[src/rtl/mem_arbiter_if.sv]
// mem_arbiter_if: cache-side request/ack bundle plus memory-port signals for mem_arbiter.
//   master: arbiter view. Requests, addresses, write line, mem_ready and mem_rdata are inputs.
//           Acks, fillData and the mem_* transaction signals are outputs.
//   slave:  environment view (requesters plus memory), with every direction reversed.
interface mem_arbiter_if #(
    parameter int ADDR_W    = 32,
    parameter int LINE_BITS = 128
);
    logic                 reqI;
    logic [ADDR_W-1:0]    reqAddrI;
    logic                 reqD;
    logic [ADDR_W-1:0]    reqAddrD;
    logic                 reqW;
    logic [ADDR_W-1:0]    writeAddr;
    logic [LINE_BITS-1:0] writeData;
    logic                 ackI;
    logic                 ackD;
    logic                 ackW;
    logic [LINE_BITS-1:0] fillData;
    logic                 mem_req;
    logic                 mem_we;
    logic [ADDR_W-1:0]    mem_addr;
    logic [LINE_BITS-1:0] mem_wdata;
    logic                 mem_ready;
    logic [LINE_BITS-1:0] mem_rdata;

    modport master (
        input  reqI, reqAddrI, reqD, reqAddrD, reqW, writeAddr, writeData, mem_ready, mem_rdata,
        output ackI, ackD, ackW, fillData, mem_req, mem_we, mem_addr, mem_wdata
    );

    modport slave (
        output reqI, reqAddrI, reqD, reqAddrD, reqW, writeAddr, writeData, mem_ready, mem_rdata,
        input  ackI, ackD, ackW, fillData, mem_req, mem_we, mem_addr, mem_wdata
    );
endinterface

[src/rtl/mem_arbiter.sv]
// mem_arbiter: runs one main-memory transaction at a time for I-refill, D-refill and D write-back.
//   clock : system clock, rising edge
//   reset : asynchronous active-low reset
//   bus   : mem_arbiter_if.master (requester handshakes and the memory port)
module mem_arbiter #(
    parameter int ADDR_W    = 32,
    parameter int LINE_BITS = 128
) (
    input logic           clock,
    input logic           reset,
    mem_arbiter_if.master bus
);
    localparam int OFF = $clog2(LINE_BITS / 8);
    localparam logic [ADDR_W-1:0] MASK = ~((ADDR_W'(1) << OFF) - ADDR_W'(1));
    localparam logic [2:0] IDLE   = 3'd0;
    localparam logic [2:0] WRITE  = 3'd1;
    localparam logic [2:0] READ_D = 3'd2;
    localparam logic [2:0] READ_I = 3'd3;
    localparam logic [2:0] RESP   = 3'd4;

    logic [2:0]           state;
    logic                 last_i;
    logic                 req;
    logic                 we;
    logic                 ack_i;
    logic                 ack_d;
    logic                 ack_w;
    logic [ADDR_W-1:0]    addr;
    logic [LINE_BITS-1:0] wdata;
    logic [LINE_BITS-1:0] fill;
    logic                 pick_d;

    // D takes a read tie only when I was the last read served
    assign pick_d = bus.reqD && (!bus.reqI || last_i);

    always_ff @(posedge clock or negedge reset) begin
        if (!reset) begin
            state  <= IDLE;
            last_i <= 1'b1;
            req    <= 1'b0;
            we     <= 1'b0;
            ack_i  <= 1'b0;
            ack_d  <= 1'b0;
            ack_w  <= 1'b0;
            addr   <= '0;
            wdata  <= '0;
            fill   <= '0;
        end else begin
            ack_i <= 1'b0;
            ack_d <= 1'b0;
            ack_w <= 1'b0;
            case (state)
                IDLE: begin
                    if (bus.reqW) begin
                        state <= WRITE;
                        req   <= 1'b1;
                        we    <= 1'b1;
                        addr  <= bus.writeAddr & MASK;
                        wdata <= bus.writeData;
                    end else if (pick_d) begin
                        state <= READ_D;
                        req   <= 1'b1;
                        we    <= 1'b0;
                        addr  <= bus.reqAddrD & MASK;
                    end else if (bus.reqI) begin
                        state <= READ_I;
                        req   <= 1'b1;
                        we    <= 1'b0;
                        addr  <= bus.reqAddrI & MASK;
                    end
                end
                WRITE, READ_D, READ_I: begin
                    if (bus.mem_ready) begin
                        state <= RESP;
                        req   <= 1'b0;
                        ack_w <= (state == WRITE);
                        ack_d <= (state == READ_D);
                        ack_i <= (state == READ_I);
                        if (state != WRITE) begin
                            fill   <= bus.mem_rdata;
                            last_i <= (state == READ_I);
                        end
                    end
                end
                default: state <= IDLE;
            endcase
        end
    end

    assign bus.ackI      = ack_i;
    assign bus.ackD      = ack_d;
    assign bus.ackW      = ack_w;
    assign bus.fillData  = fill;
    assign bus.mem_req   = req;
    assign bus.mem_we    = we;
    assign bus.mem_addr  = addr;
    assign bus.mem_wdata = wdata;
endmodule

[src/flat_wrapper.sv]
// flat-port wrapper written by rule: the top's interface ports become plain ports
module mem_arbiter_flat 
#(
    parameter int ADDR_W    = 32,
    parameter int LINE_BITS = 128
)
  (clock, reset, bus_reqI, bus_reqAddrI, bus_reqD, bus_reqAddrD, bus_reqW, bus_writeAddr, bus_writeData, bus_mem_ready, bus_mem_rdata, bus_ackI, bus_ackD, bus_ackW, bus_fillData, bus_mem_req, bus_mem_we, bus_mem_addr, bus_mem_wdata);
  mem_arbiter_if #(.ADDR_W(ADDR_W), .LINE_BITS(LINE_BITS)) bus_i ();
  input logic clock;
  input logic reset;
  input wire logic [$bits(bus_i.reqI)-1:0] bus_reqI;
  input wire logic [$bits(bus_i.reqAddrI)-1:0] bus_reqAddrI;
  input wire logic [$bits(bus_i.reqD)-1:0] bus_reqD;
  input wire logic [$bits(bus_i.reqAddrD)-1:0] bus_reqAddrD;
  input wire logic [$bits(bus_i.reqW)-1:0] bus_reqW;
  input wire logic [$bits(bus_i.writeAddr)-1:0] bus_writeAddr;
  input wire logic [$bits(bus_i.writeData)-1:0] bus_writeData;
  input wire logic [$bits(bus_i.mem_ready)-1:0] bus_mem_ready;
  input wire logic [$bits(bus_i.mem_rdata)-1:0] bus_mem_rdata;
  output wire logic [$bits(bus_i.ackI)-1:0] bus_ackI;
  output wire logic [$bits(bus_i.ackD)-1:0] bus_ackD;
  output wire logic [$bits(bus_i.ackW)-1:0] bus_ackW;
  output wire logic [$bits(bus_i.fillData)-1:0] bus_fillData;
  output wire logic [$bits(bus_i.mem_req)-1:0] bus_mem_req;
  output wire logic [$bits(bus_i.mem_we)-1:0] bus_mem_we;
  output wire logic [$bits(bus_i.mem_addr)-1:0] bus_mem_addr;
  output wire logic [$bits(bus_i.mem_wdata)-1:0] bus_mem_wdata;
  assign bus_i.reqI = bus_reqI;
  assign bus_i.reqAddrI = bus_reqAddrI;
  assign bus_i.reqD = bus_reqD;
  assign bus_i.reqAddrD = bus_reqAddrD;
  assign bus_i.reqW = bus_reqW;
  assign bus_i.writeAddr = bus_writeAddr;
  assign bus_i.writeData = bus_writeData;
  assign bus_i.mem_ready = bus_mem_ready;
  assign bus_i.mem_rdata = bus_mem_rdata;
  assign bus_ackI = bus_i.ackI;
  assign bus_ackD = bus_i.ackD;
  assign bus_ackW = bus_i.ackW;
  assign bus_fillData = bus_i.fillData;
  assign bus_mem_req = bus_i.mem_req;
  assign bus_mem_we = bus_i.mem_we;
  assign bus_mem_addr = bus_i.mem_addr;
  assign bus_mem_wdata = bus_i.mem_wdata;
  mem_arbiter #(.ADDR_W(ADDR_W), .LINE_BITS(LINE_BITS)) u_core (.clock(clock), .reset(reset), .bus(bus_i));
endmodule
[config.mk]
export PLATFORM = sky130hd
export DESIGN_NAME = mem_arbiter_flat
export DESIGN_NICKNAME = d
export VERILOG_FILES = /design/src/rtl/mem_arbiter_if.sv /design/src/rtl/mem_arbiter.sv /design/src/flat_wrapper.sv
export SDC_FILE = /design/constraint.sdc
export NUM_CORES = 1
export LEC_CHECK = 0
export ABC_CLOCK_PERIOD_IN_PS = 2660
export CAP_MARGIN = 25
export CORE_AREA = 2 2 254 256
export CTS_CLUSTER_DIAMETER = 150
export DETAILED_ROUTE_END_ITERATION = 8
export DIE_AREA = 0 0 256 258
export PLACE_DENSITY = 0.44
export SETUP_SLACK_MARGIN = 0.5
export SLEW_MARGIN = 25
export SYNTH_ARGS = -nofsm -noshare
export SYNTH_HDL_FRONTEND = slang
export SYNTH_SLANG_ARGS = --single-unit
[constraint.sdc]
create_clock -name clock -period 2.66 [get_ports clock]
set_clock_uncertainty 0.15 [all_clocks]
set_input_delay 0.399 -clock clock [delete_from_list [all_inputs] [get_ports clock]]
set_output_delay 0.399 -clock clock [all_outputs]
set_load 0.01 [all_outputs]
=== Word level (Yosys, flattened, before mapping) ===
Cells that the tools add are included.

* Bits in registers: 297

* Eq/ne operators: 6
* Mux-type cells: 22
* Reductions and logical operators: 12

{| class="wikitable"
|+ Operator list
! operator !! number
|-
| 32-bit two-way mux || 3
|-
| 1-bit two-way mux || 13
|-
| 3-bit two-way mux || 4
|-
| 3-bit by 2-bit == test with 1-bit output (second input constant) || 2
|-
| 3-bit one-hot mux with 2 select lines || 1
|-
| 2-bit AND reduction || 3
|-
| 3-bit AND reduction || 2
|-
| 4-bit by 3-bit != test with 1-bit output (second input constant) || 1
|-
| 3-bit by 1-bit == test with 1-bit output (second input constant) || 1
|-
| 3-bit logical NOT || 1
|-
| 3-bit by 1-bit != test with 1-bit output (second input constant) || 1
|-
| 3-bit nonzero test || 1
|-
| 3-bit OR reduction || 1
|-
| 2-bit != test (second input constant) || 1
|-
| 1-bit one-hot mux with 2 select lines || 1
|-
| 2-bit nonzero test || 1
|-
| 1-bit logical AND || 1
|-
| 1-bit logical NOT || 1
|-
| 1-bit logical OR || 1
|}

=== Depth between registers and ports, before layout ===
Gate-level depths: netlist (run 1).

* Word-level depth: 6
* Gate-level depth with buffers: 7
* Depth with buffers taken out: 4

=== Least setup slack after synthesis (run 1) ===
No wires, ideal clock.

* Path type: reg-to-reg
* Start: reg u_core.state[1]
* End: reg u_core.wdata[100] (netlist: u_core.bus.mem_wdata[100])
* Setup time: 0.128 ns
* Data arrival time: 1.498 ns
* Path slack: 0.885 ns
* Cell stages (with the launch flop): 7
* Buffers on the path: 3
* Cell sequence: dfrtp_1 buf_2 nor3_4 and2_1 buf_2 buf_4 mux2_1

* Longest elaborated chain between the ends: 2

{| class="wikitable"
|+ Ends and longest elaborated chain
! element !! line !! RTL
|-
| start: declaration || mem_arbiter.sv:21 || <nowiki>logic [2:0] state;</nowiki>
|-
| start signal: assignment || mem_arbiter.sv:38 || <nowiki>state <= IDLE;</nowiki>
|-
| start signal: assignment || mem_arbiter.sv:55 || <nowiki>state <= WRITE;</nowiki>
|-
| start signal: assignment || mem_arbiter.sv:61 || <nowiki>state <= READ_D;</nowiki>
|-
| 3-bit logical NOT || mem_arbiter.sv:52 || <nowiki>case (state)</nowiki>
|-
| 2-bit AND reduction (no line) || n/a ||
|-
| end signal: assignment || mem_arbiter.sv:59 || <nowiki>wdata <= bus.writeData;</nowiki>
|-
| end: declaration || mem_arbiter.sv:29 || <nowiki>logic [LINE_BITS-1:0] wdata;</nowiki>
|}

No other way between the ends.
A chain may end at the register's enable or synchronous reset.

=== Worst setup path after layout (run 1) ===
* Start: reg u_core.fill[39] (netlist: u_core.bus.fillData[39])
* End: out bus_fillData[39]

{| class="wikitable"
|+ RTL lines
! element !! line !! RTL
|-
| start: declaration || mem_arbiter.sv:30 || <nowiki>logic [LINE_BITS-1:0] fill;</nowiki>
|-
| start signal: assignment || mem_arbiter.sv:80 || <nowiki>fill <= bus.mem_rdata;</nowiki>
|-
| end: declaration || flat_wrapper.sv:23 || <nowiki>output wire logic [$bits(bus_i.fillData)-1:0] bus_fillData;</nowiki>
|}

No word-level cell between the ends.

==> results of run 1 <==
[cell usage in the layout, fill, tap and decap left out, types with 2 or more instances in the layout]
cell | netlist | final
clkdlybuf4s50_1 | 0 | 633
dfrtp_1 | 292 | 292
mux2_1 | 256 | 256
clkbuf_16 | 0 | 38
nand2_1 | 30 | 29
mux2i_1 | 28 | 28
nand3_1 | 28 | 28
buf_4 | 17 | 21
o211ai_2 | 20 | 20
buf_12 | 0 | 12
clkbuf_1 | 8 | 9
o211ai_1 | 8 | 8
clkbuf_8 | 0 | 7
clkinv_2 | 0 | 6
nor2_1 | 4 | 4
conb_1 | 1 | 4
inv_1 | 3 | 3
inv_6 | 0 | 3
nor4_1 | 2 | 2
a21oi_1 | 2 | 2
a21o_1 | 2 | 2
[through the flow]
step	power [mW]	utilization (%)	hold slack [ns]	area (um^2)
floorplan	11.9	-	-0.0466	11500
global placement	18.4	29.9	0.272	19100
detailed placement	18.5	29.9	0.267	19100
CTS	23.6	31.8	0.242	20200
global route	24.5	31.8	0.260	20300
finish	23.1	31.8	0.269	20300
[state kept, by name (all words and copies together) (netlist names), 3 cells and up]
register              cells
u_core.bus.fillData     128
u_core.bus.mem_wdata    128
u_core.bus.mem_addr      28
u_core.state              3
[power breakdown]
group | internal, mW | switching [mW] | total (mW)
registers | 6.75 | 1.16 | 7.90
logic | 6.08 | 4.23 | 10.3
clock network | 2.84 | 2.03 | 4.86
total | 15.7 | 7.42 | 23.1
[final timing paths]
| path | endpoint | slack (ns) | cells past startpoint |
|---|---|---|---|
| max in group asynchronous | u_core.bus.mem_wdata[16]$_DFFE_PN0P_ | 1.29 | 4 |
| max | bus_fillData[39] | 0.59 | 1 |
| min reg2reg | u_core.bus.mem_wdata[58]$_DFFE_PN0P_ | 0.33 | 1 |
| max reg2reg | u_core.bus.mem_wdata[92]$_DFFE_PN0P_ | 0.64 | 5 |
| min | u_core.bus.fillData[43]$_DFFE_PN0P_ | 0.27 | 2 |
| min in group clock | u_core.bus.fillData[46]$_DFFE_PN0P_ | 0.29 | 2 |
[cell type report]
type,instances,area (um^2)
Multi-Input combinational cell,394,3900
Timing Repair Buffer,668,6760
Tap cell,855,1070
Antenna cell,1,2.50
Sequential cell,293,7330
Fill cell,6430,43400
Clock inverter,12,88.8
Inverter,4,15.0
Clock buffer,54,1080
[per-layer routing]
layer	up-vias	part of all wire [%]	track usage, %
li1	3940	-	-
met1	4232	38	13.8
met2	375	51	21.9
met3	64	8.3	4.52
met4	2	2.4	3.70
met5	-	0.031	0
[kinds of logic (layout without fill, tap and decap cells)]
| family | after synthesis | count (layout) | synth area share, % |
|---|---|---|---|
| AND/OR/NAND/NOR | 69 | 69 | 2.80 |
| AO/OA/AOI/OAI | 37 | 37 | 3.21 |
| multiplexers | 284 | 284 | 27.5 |
| buffers and inverters | 52 | 738 | 2.67 |
| other | 1 | 5 | 0.0326 |
| flip-flops | 293 | 293 | 63.8 |
[what timing repair did]
action	4_1_cts	5_1_grt
hold buffers	1	0
endpoints found under the setup margin	0	28
hold endpoints to repair	45	0
resized for setup	0	3
==> flow_summary.json, run 1 <==
{
  "core_um2": 63600,
  "grt_pass1_vias": 9339,
  "grt_pass1_wl_um": 62100,
  "io_pins": 651,
  "rows": 93,
  "crit_start": "u_core.bus.fillData[39]$_DFFE_PN0P_",
  "fin_ws_ns": 0.593,
  "clock_latency_ns": 0.53,
  "wl_um": 41600,
  "synth-edff-count": 0,
  "slew_viol_final": 0,
  "synth_top_area_share_pct": 63.6,
  "path_cells": "clkdlybuf4s50_1",
  "vias_per_cell": 3.78,
  "synth_ff_type": "dfrtp_1",
  "outcome": "finished clean",
  "antenna_found_initial": 2,
  "vias": 8613,
  "fmax_mhz": 484,
  "cts_setup_buffers": 0,
  "clock_path_buffers": 3,
  "die_area_um2": 66000,
  "min_period_ns": 2.07,
  "root_buffer": "clkbuf_16",
  "avgSynthCellArea_um2": 15.6,
  "yosysTopAreaCell": "dfrtp_1",
  "initial_core_util_pct": 18.1,
  "syn-cell-area_um2": 11500,
  "place_inst": 2213,
  "portBuffers": 634,
  "ys_ff_latch": 293,
  "yosysMostFrequentCell": "dfrtp_1",
  "drtAntennaViolNets": 0,
  "finalSetupTns_ns": 0,
  "yosysSeqAreaShare_pct": 63.8,
  "maxCapViolations": 0,
  "cts_tree": "built",
  "h-tree-depth": 2,
  "finalHoldViolations": 0,
  "final_cells": 2281,
  "post_synth_num_cell_types": 28,
  "area_growth_pct": 76.2,
  "rsz0062_at_grt": "no",
  "first_iter_violations": 233,
  "leakagePower_nw": 8.35,
  "irDropWorstVdd_v": 0.000564,
  "firstDrtPassIters": 4,
  "overflow": 0,
  "grt_max_degree": 56,
  "cpLargestDelayFamily": "buffers and inverters",
  "drive_above_1_share_pct": 8.28,
  "maxSlewHeadroom_pct": 62.3,
  "dp_hpwl_um": 31900,
  "synth_common_cells": "dfrtp_1, mux2_1, nand2_1, mux2i_1, nand3_1",
  "finalCritPeriodShare_pct": 77.7,
  "die_y_um": 258,
  "cp-end-kind": "output port",
  "slowest_delay_ns": 0.59,
  "setup.worst_path.start_class": "flip-flop",
  "setup_viol": 0,
  "power_density_nw_per_um2": 1140,
  "cts.sinks": 293,
  "async_reset_ff_share_pct": 100,
  "post-place-ws_ns": 0.327,
  "worstPathBufferInverterCount": 1,
  "grtUsageTotal_pct": 12.4,
  "hold_path_class": "input port to asynchronous set/reset pin",
  "cp_slowest_cell": "clkdlybuf4s50_1",
  "synth_cells": 736,
  "yosys-top-cells-area": "dfrtp_1, mux2_1, mux2i_1",
  "worst_slew_pin_slew_ns": 0.565,
  "critical_path_arrival_ns": 1.52,
  "avgRoutedWirePerCell_um": 18.2,
  "gp_congestion": 0.761,
  "path_clk_slew_ns": 0.06,
  "cp.required_ns": 2.11,
  "fin_nets": 1757,
  "crit_fanout": 2,
  "setup.worst_path.class": "flip-flop to output port",
  "numCtsBuffers": 38,
  "drc": 0,
  "r2r_start": "u_core.state[1]$_DFFE_PN0P_",
  "synth_warnings": 0,
  "die_x_um": 256
}
(Power assumes the default switching activity.)
==> inputs of run 2 (changes only) <==
- ABC_CLOCK_PERIOD_IN_PS: 2660 -> 1900
- PLACE_DENSITY: 0.44 -> 0.46
- clock period: 2.66 -> 1.9 ns (I/O delays scaled with it)
==> run 2 against run 1 <==
Sequential cell count unchanged. Register-to-register slack worse by 0.55 ns. Worst setup slack lost 0.51 ns. Sequential share of layout area shrank 2.2 points. Wire length is 5.7% higher. Final cell count increased by 3.5%. Global-route usage shrank 0.096 points. Design area grew 6.6%. Critical path type is now flip-flop to flip-flop. Highest routed layer unchanged.
==> flow_summary.json, run 2 (synthesis results as in run 1) <==
{
  "maxCapViolations": 0,
  "power_density_nw_per_um2": 1600,
  "area_growth_pct": 87.9,
  "cts.sinks": 293,
  "min_period_ns": 1.81,
  "drc": 0,
  "vias": 8936,
  "path_clk_slew_ns": 0.05,
  "core_um2": 63600,
  "root_buffer": "clkbuf_16",
  "dp_hpwl_um": 31700,
  "place_area_um2": 19700,
  "antenna_found_initial": 2,
  "leakagePower_nw": 10.0,
  "maxSlewHeadroom_pct": 62.9,
  "numCtsBuffers": 37,
  "clock_latency_ns": 0.52,
  "die_y_um": 258,
  "gp_congestion": 0.754,
  "finalHoldViolations": 0,
  "overflow": 0,
  "firstDrtPassIters": 4,
  "vias_per_cell": 3.78,
  "h-tree-depth": 2,
  "avgRoutedWirePerCell_um": 18.6,
  "multi_input_area_um2": 4410,
  "outcome": "finished clean",
  "final_core_util_pct": 33.9,
  "drive_above_1_share_pct": 33.2,
  "irDropWorstVdd_v": 0.000605,
  "die_area_um2": 66000,
  "worst_slew_pin_slew_ns": 0.556,
  "critical_path_arrival_ns": 2.07,
  "io_pins": 651,
  "crit_fanout": 15,
  "layout_commonest_cell": "clkdlybuf4s50_1",
  "rows": 93,
  "drtAntennaViolNets": 0,
  "nFillCells": 6360,
  "first_iter_violations": 328,
  "die_x_um": 256,
  "grtUsageTotal_pct": 12.3,
  "grt_max_degree": 53,
  "fin_hold_ws_ns": 0.172,
  "grt_pass1_vias": 9676,
  "rsz0062_at_grt": "yes",
  "portBuffers": 634,
  "wl_um": 44000,
  "fin_area_um2": 21600,
  "fmax_mhz": 551,
  "cts_tree": "built",
  "setup.worst_path.start_class": "flip-flop",
  "setup_viol": 0,
  "slew_viol_final": 0,
  "cp.required_ns": 2.15,
  "final_cells": 2361,
  "seq_area_um2": 7340,
  "grt_pass1_wl_um": 62300,
  "clock_path_buffers": 3,
  "hold_path_class": "input port to asynchronous set/reset pin",
  "initial_core_util_pct": 18.1,
  "fin_nets": 1838,
  "cp-end-kind": "flip-flop",
  "final_cell_mix": "clkdlybuf4s50_1, dfrtp_1, mux2_1, buf_6, mux2_4",
  "place_inst": 2229,
  "finalCritPeriodShare_pct": 95.5,
  "worst-r2r-cell-count": 5,
  "setup.worst_path.class": "flip-flop to flip-flop"
}
run 2: report_power, final:
group | switching, mW | leakage, nW | total, mW | internal [mW]
Sequential | 1.87 | 3.48 | 11.3 | 9.46
Clock | 2.81 | 0.592 | 6.98 | 4.16
Combinational | 6.54 | 5.95 | 16.2 | 9.67
run 2: final timing paths:
| path | slack, ns | end | from |
|---|---|---|---|
| setup / recovery | 0.09 | u_core.bus.mem_wdata[7]$_DFFE_PN0P_ | u_core.state[2]$_DFFE_PN0P_ |
| hold / removal | 0.17 | u_core.bus.fillData[104]$_DFFE_PN0P_ | reset |
| setup reg to reg | 0.09 | u_core.bus.mem_wdata[7]$_DFFE_PN0P_ | u_core.state[2]$_DFFE_PN0P_ |
| hold reg to reg | 0.33 | u_core.bus.mem_wdata[61]$_DFFE_PN0P_ | u_core.bus.mem_wdata[61]$_DFFE_PN0P_ |
| max in group asynchronous | 0.69 | u_core.bus.mem_wdata[75]$_DFFE_PN0P_ | reset |
| min in group clock | 0.18 | u_core.bus.fillData[112]$_DFFE_PN0P_ | bus_mem_rdata[112] |
run 2: repair_timing:
| action | 4_1_cts | 5_1_grt |
|---|---|---|
| hold buffers | 1 | 0 |
| gates resized for setup | 955 | 80 |
| gates cloned | 0 | 20 |
| endpoints found under the setup margin | 578 | 578 |
| endpoints found under the hold margin | 142 | 0 |
| buffers inserted | 34 | 12 |
| pin swaps | 1 | 30 |
run 2: area by class of cell:
class,count,area share (%)
timing repair buffer,748,35.0
sequential,293,34.0
multi-input combinational,396,20.4
clock buffer,55,5.11
tap,855,4.95
clock inverter,9,0.429
inverter,4,0.0695
antenna,1,0.0116
run 2: worst max-delay path: stages, from the launching register on:
cell       delay, ns
dfrtp_2         0.42
nor3_4          0.21
and2_4          0.22
buf_4           0.16
clkbuf_16       0.19
mux2_1          0.33
run 2: layer usage:
layer / up-vias / global-route usage, % / share of wire, %
met5: - / 0 / 0.030
met4: 2 / 4.39 / 2.8
met3: 74 / 3.60 / 6.5
met2: 354 / 21.8 / 52
met1: 4391 / 13.9 / 39
li1: 4115 / - / -
run 2: per-stage QoR:
step	worst slack, ns	power, mW	TNS, ns
final	0.0859	34.5	0
after global routing	0.0295	36.5	0
after CTS	0.0444	34.1	0
after detailed placement	-0.190	27.3	-30.08
after global placement	-0.151	27.2	-25.77
after floorplan	0.226	18.2	0
==> inputs of run 3 (changes only) <==
- PLACE_DENSITY: 0.46 -> unset
- PLACE_DENSITY_LB_ADDON: unset -> 0.12
==> run 3 against run 2 <==
Design area down 0.92%. Global-route usage up 0.91 points. Maximum frequency down 2.3%. Sequential share of layout area up 0.32 points. Critical endpoint is now u_core.bus.mem_wdata[49]$_DFFE_PN0P_.
==> flow_summary.json, run 3 (synthesis results as in run 1) <==
{
  "dp_hpwl_um": 34100,
  "portBuffers": 634,
  "wl_um": 45900,
  "grt_pass1_wl_um": 65200,
  "min_period_ns": 1.86,
  "p_switching_mw": 11.3,
  "clock_latency_ns": 0.54,
  "vias_per_cell": 3.76,
  "die_x_um": 256,
  "h-tree-depth": 2,
  "p_clk_share_pct": 20.3,
  "setup_viol": 0,
  "place_area_um2": 19700,
  "die_y_um": 258,
  "crit_top_cell": "buf_12",
  "numCtsBuffers": 38,
  "final_cell_mix": "clkdlybuf4s50_1, dfrtp_1, mux2_1, buf_6, dlygate4sd2_1",
  "cp_slowest_cell": "dfrtp_2",
  "place_inst": 2230,
  "initial_core_util_pct": 18.1,
  "layout_commonest_cell": "clkdlybuf4s50_1",
  "power_density_nw_per_um2": 1610,
  "rsz0062_at_grt": "yes",
  "cts.sinks": 293,
  "path_clk_slew_ns": 0.06,
  "cts_tree": "built",
  "path_cells": "nor3_4, and2_4, buf_12, buf_12, mux2_1",
  "grt_pass1_vias": 9586,
  "root_buffer": "clkbuf_16",
  "first_iter_violations": 284,
  "setup.worst_path.class": "flip-flop to flip-flop",
  "die_area_um2": 66000,
  "gp_congestion": 0.754,
  "cp-end-kind": "flip-flop",
  "pwr-share-seq_pct": 32.9,
  "drc": 0,
  "firstDrtPassIters": 4,
  "combPwrFrac_pct": 46.8,
  "clock_path_buffers": 3,
  "outcome": "finished clean",
  "core_um2": 63600,
  "io_pins": 651,
  "crit_fanout": 22,
  "fin_area_um2": 21400,
  "setup.worst_path.start_class": "flip-flop",
  "finalCritPeriodShare_pct": 97.7,
  "vias": 8823,
  "fin_nets": 1818,
  "drtAntennaViolNets": 0,
  "nFillCells": 6408,
  "swShare_pct": 32.6,
  "fin_hold_ws_ns": 0.0853,
  "grtUsageTotal_pct": 13.2,
  "finalHoldViolations": 0,
  "slew_viol_final": 0,
  "drive_above_1_share_pct": 30.7,
  "hold_path_class": "input port to asynchronous set/reset pin",
  "leakagePower_nw": 9.87,
  "internal-power_mw": 23.3,
  "final_cells": 2344,
  "finalSetupTns_ns": 0,
  "avgRoutedWirePerCell_um": 19.6,
  "critical_path_arrival_ns": 2.12,
  "fmax_mhz": 539,
  "antenna_found_initial": 3,
  "slowest_delay_ns": 0.42,
  "rows": 93,
  "maxCapViolations": 0,
  "worstPathBufferInverterCount": 2,
  "grt_max_degree": 59,
  "area_growth_pct": 86.1,
  "cp.required_ns": 2.17,
  "overflow": 0,
  "cpLargestDelayFamily": "simple AND/OR/NAND/NOR gates",
  "irDropWorstVdd_v": 0.000682
}
## run 3: per-stage QoR
step	total power [mW]	utilization, %	setup WS, ns
finish	34.5	33.6	0.0435
global route	36.6	33.6	-0.0508
CTS	34.9	33.1	0.0128
detailed placement	27.7	31.0	-0.156
global placement	27.6	31.0	-0.159
floorplan	18.2	-	0.226
## run 3: power groups by stage
stage	combinational, mW	clock, mW	sequential [mW]
floorplan	5.68	0	12.6
global placement	16.4	0	11.2
detailed placement	16.5	0	11.2
CTS	16.2	7.36	11.4
global route	17.2	7.61	11.8
finish	16.1	7.02	11.4
## run 3: cell type report
cell class	instances	area, um^2	share of cell area [%]
Timing Repair Buffer	727	7400	34.6
Antenna cell	2	5.00	0.0234
Inverter	4	15.0	0.0702
Multi-Input combinational cell	396	4390	20.5
Tap cell	855	1070	5.00
Sequential cell	293	7340	34.3
Clock inverter	5	86.3	0.403
Clock buffer	62	1100	5.15
## run 3: final timing paths
| kind | startpoint | slack [ns] | cells after the start | to |
|---|---|---|---|---|
| min in group clock | bus_writeData[79] | 0.19 | 2 | u_core.bus.mem_wdata[79]$_DFFE_PN0P_ |
| worst max-delay path | u_core.state[2]$_DFFE_PN0P_ | 0.04 | 5 | u_core.bus.mem_wdata[49]$_DFFE_PN0P_ |
| worst max register to register | u_core.state[2]$_DFFE_PN0P_ | 0.04 | 5 | u_core.bus.mem_wdata[49]$_DFFE_PN0P_ |
| worst min register to register | u_core.bus.mem_addr[19]$_DFFE_PN0P_ | 0.33 | 2 | u_core.bus.mem_addr[19]$_DFFE_PN0P_ |
| worst min-delay path | reset | 0.09 | 2 | u_core.bus.fillData[15]$_DFFE_PN0P_ |
| max in group asynchronous | reset | 0.79 | 3 | u_core.bus.fillData[117]$_DFFE_PN0P_ |
## run 3: routing by layer
layer	wire [um]	vias to the layer above	global-route usage [%]	share of wire, %
met2	24300	317	24.1	53
met1	17300	4385	14.2	38
met5	13	-	0	0.028
met4	899	2	3.67	2.0
li1	-	4062	-	-
met3	3450	57	4.88	7.5
## run 3: timing repair
| item | in CTS | in global routing |
|---|---|---|
| hold buffers | 1 | 0 |
| gates resized for setup | 970 | 43 |
| setup buffers | 30 | 2 |
| hold endpoints to repair | 292 | 0 |
| endpoints found under the setup margin | 578 | 578 |
| pin swaps | 2 | 2 |
| gates cloned | 0 | 12 |
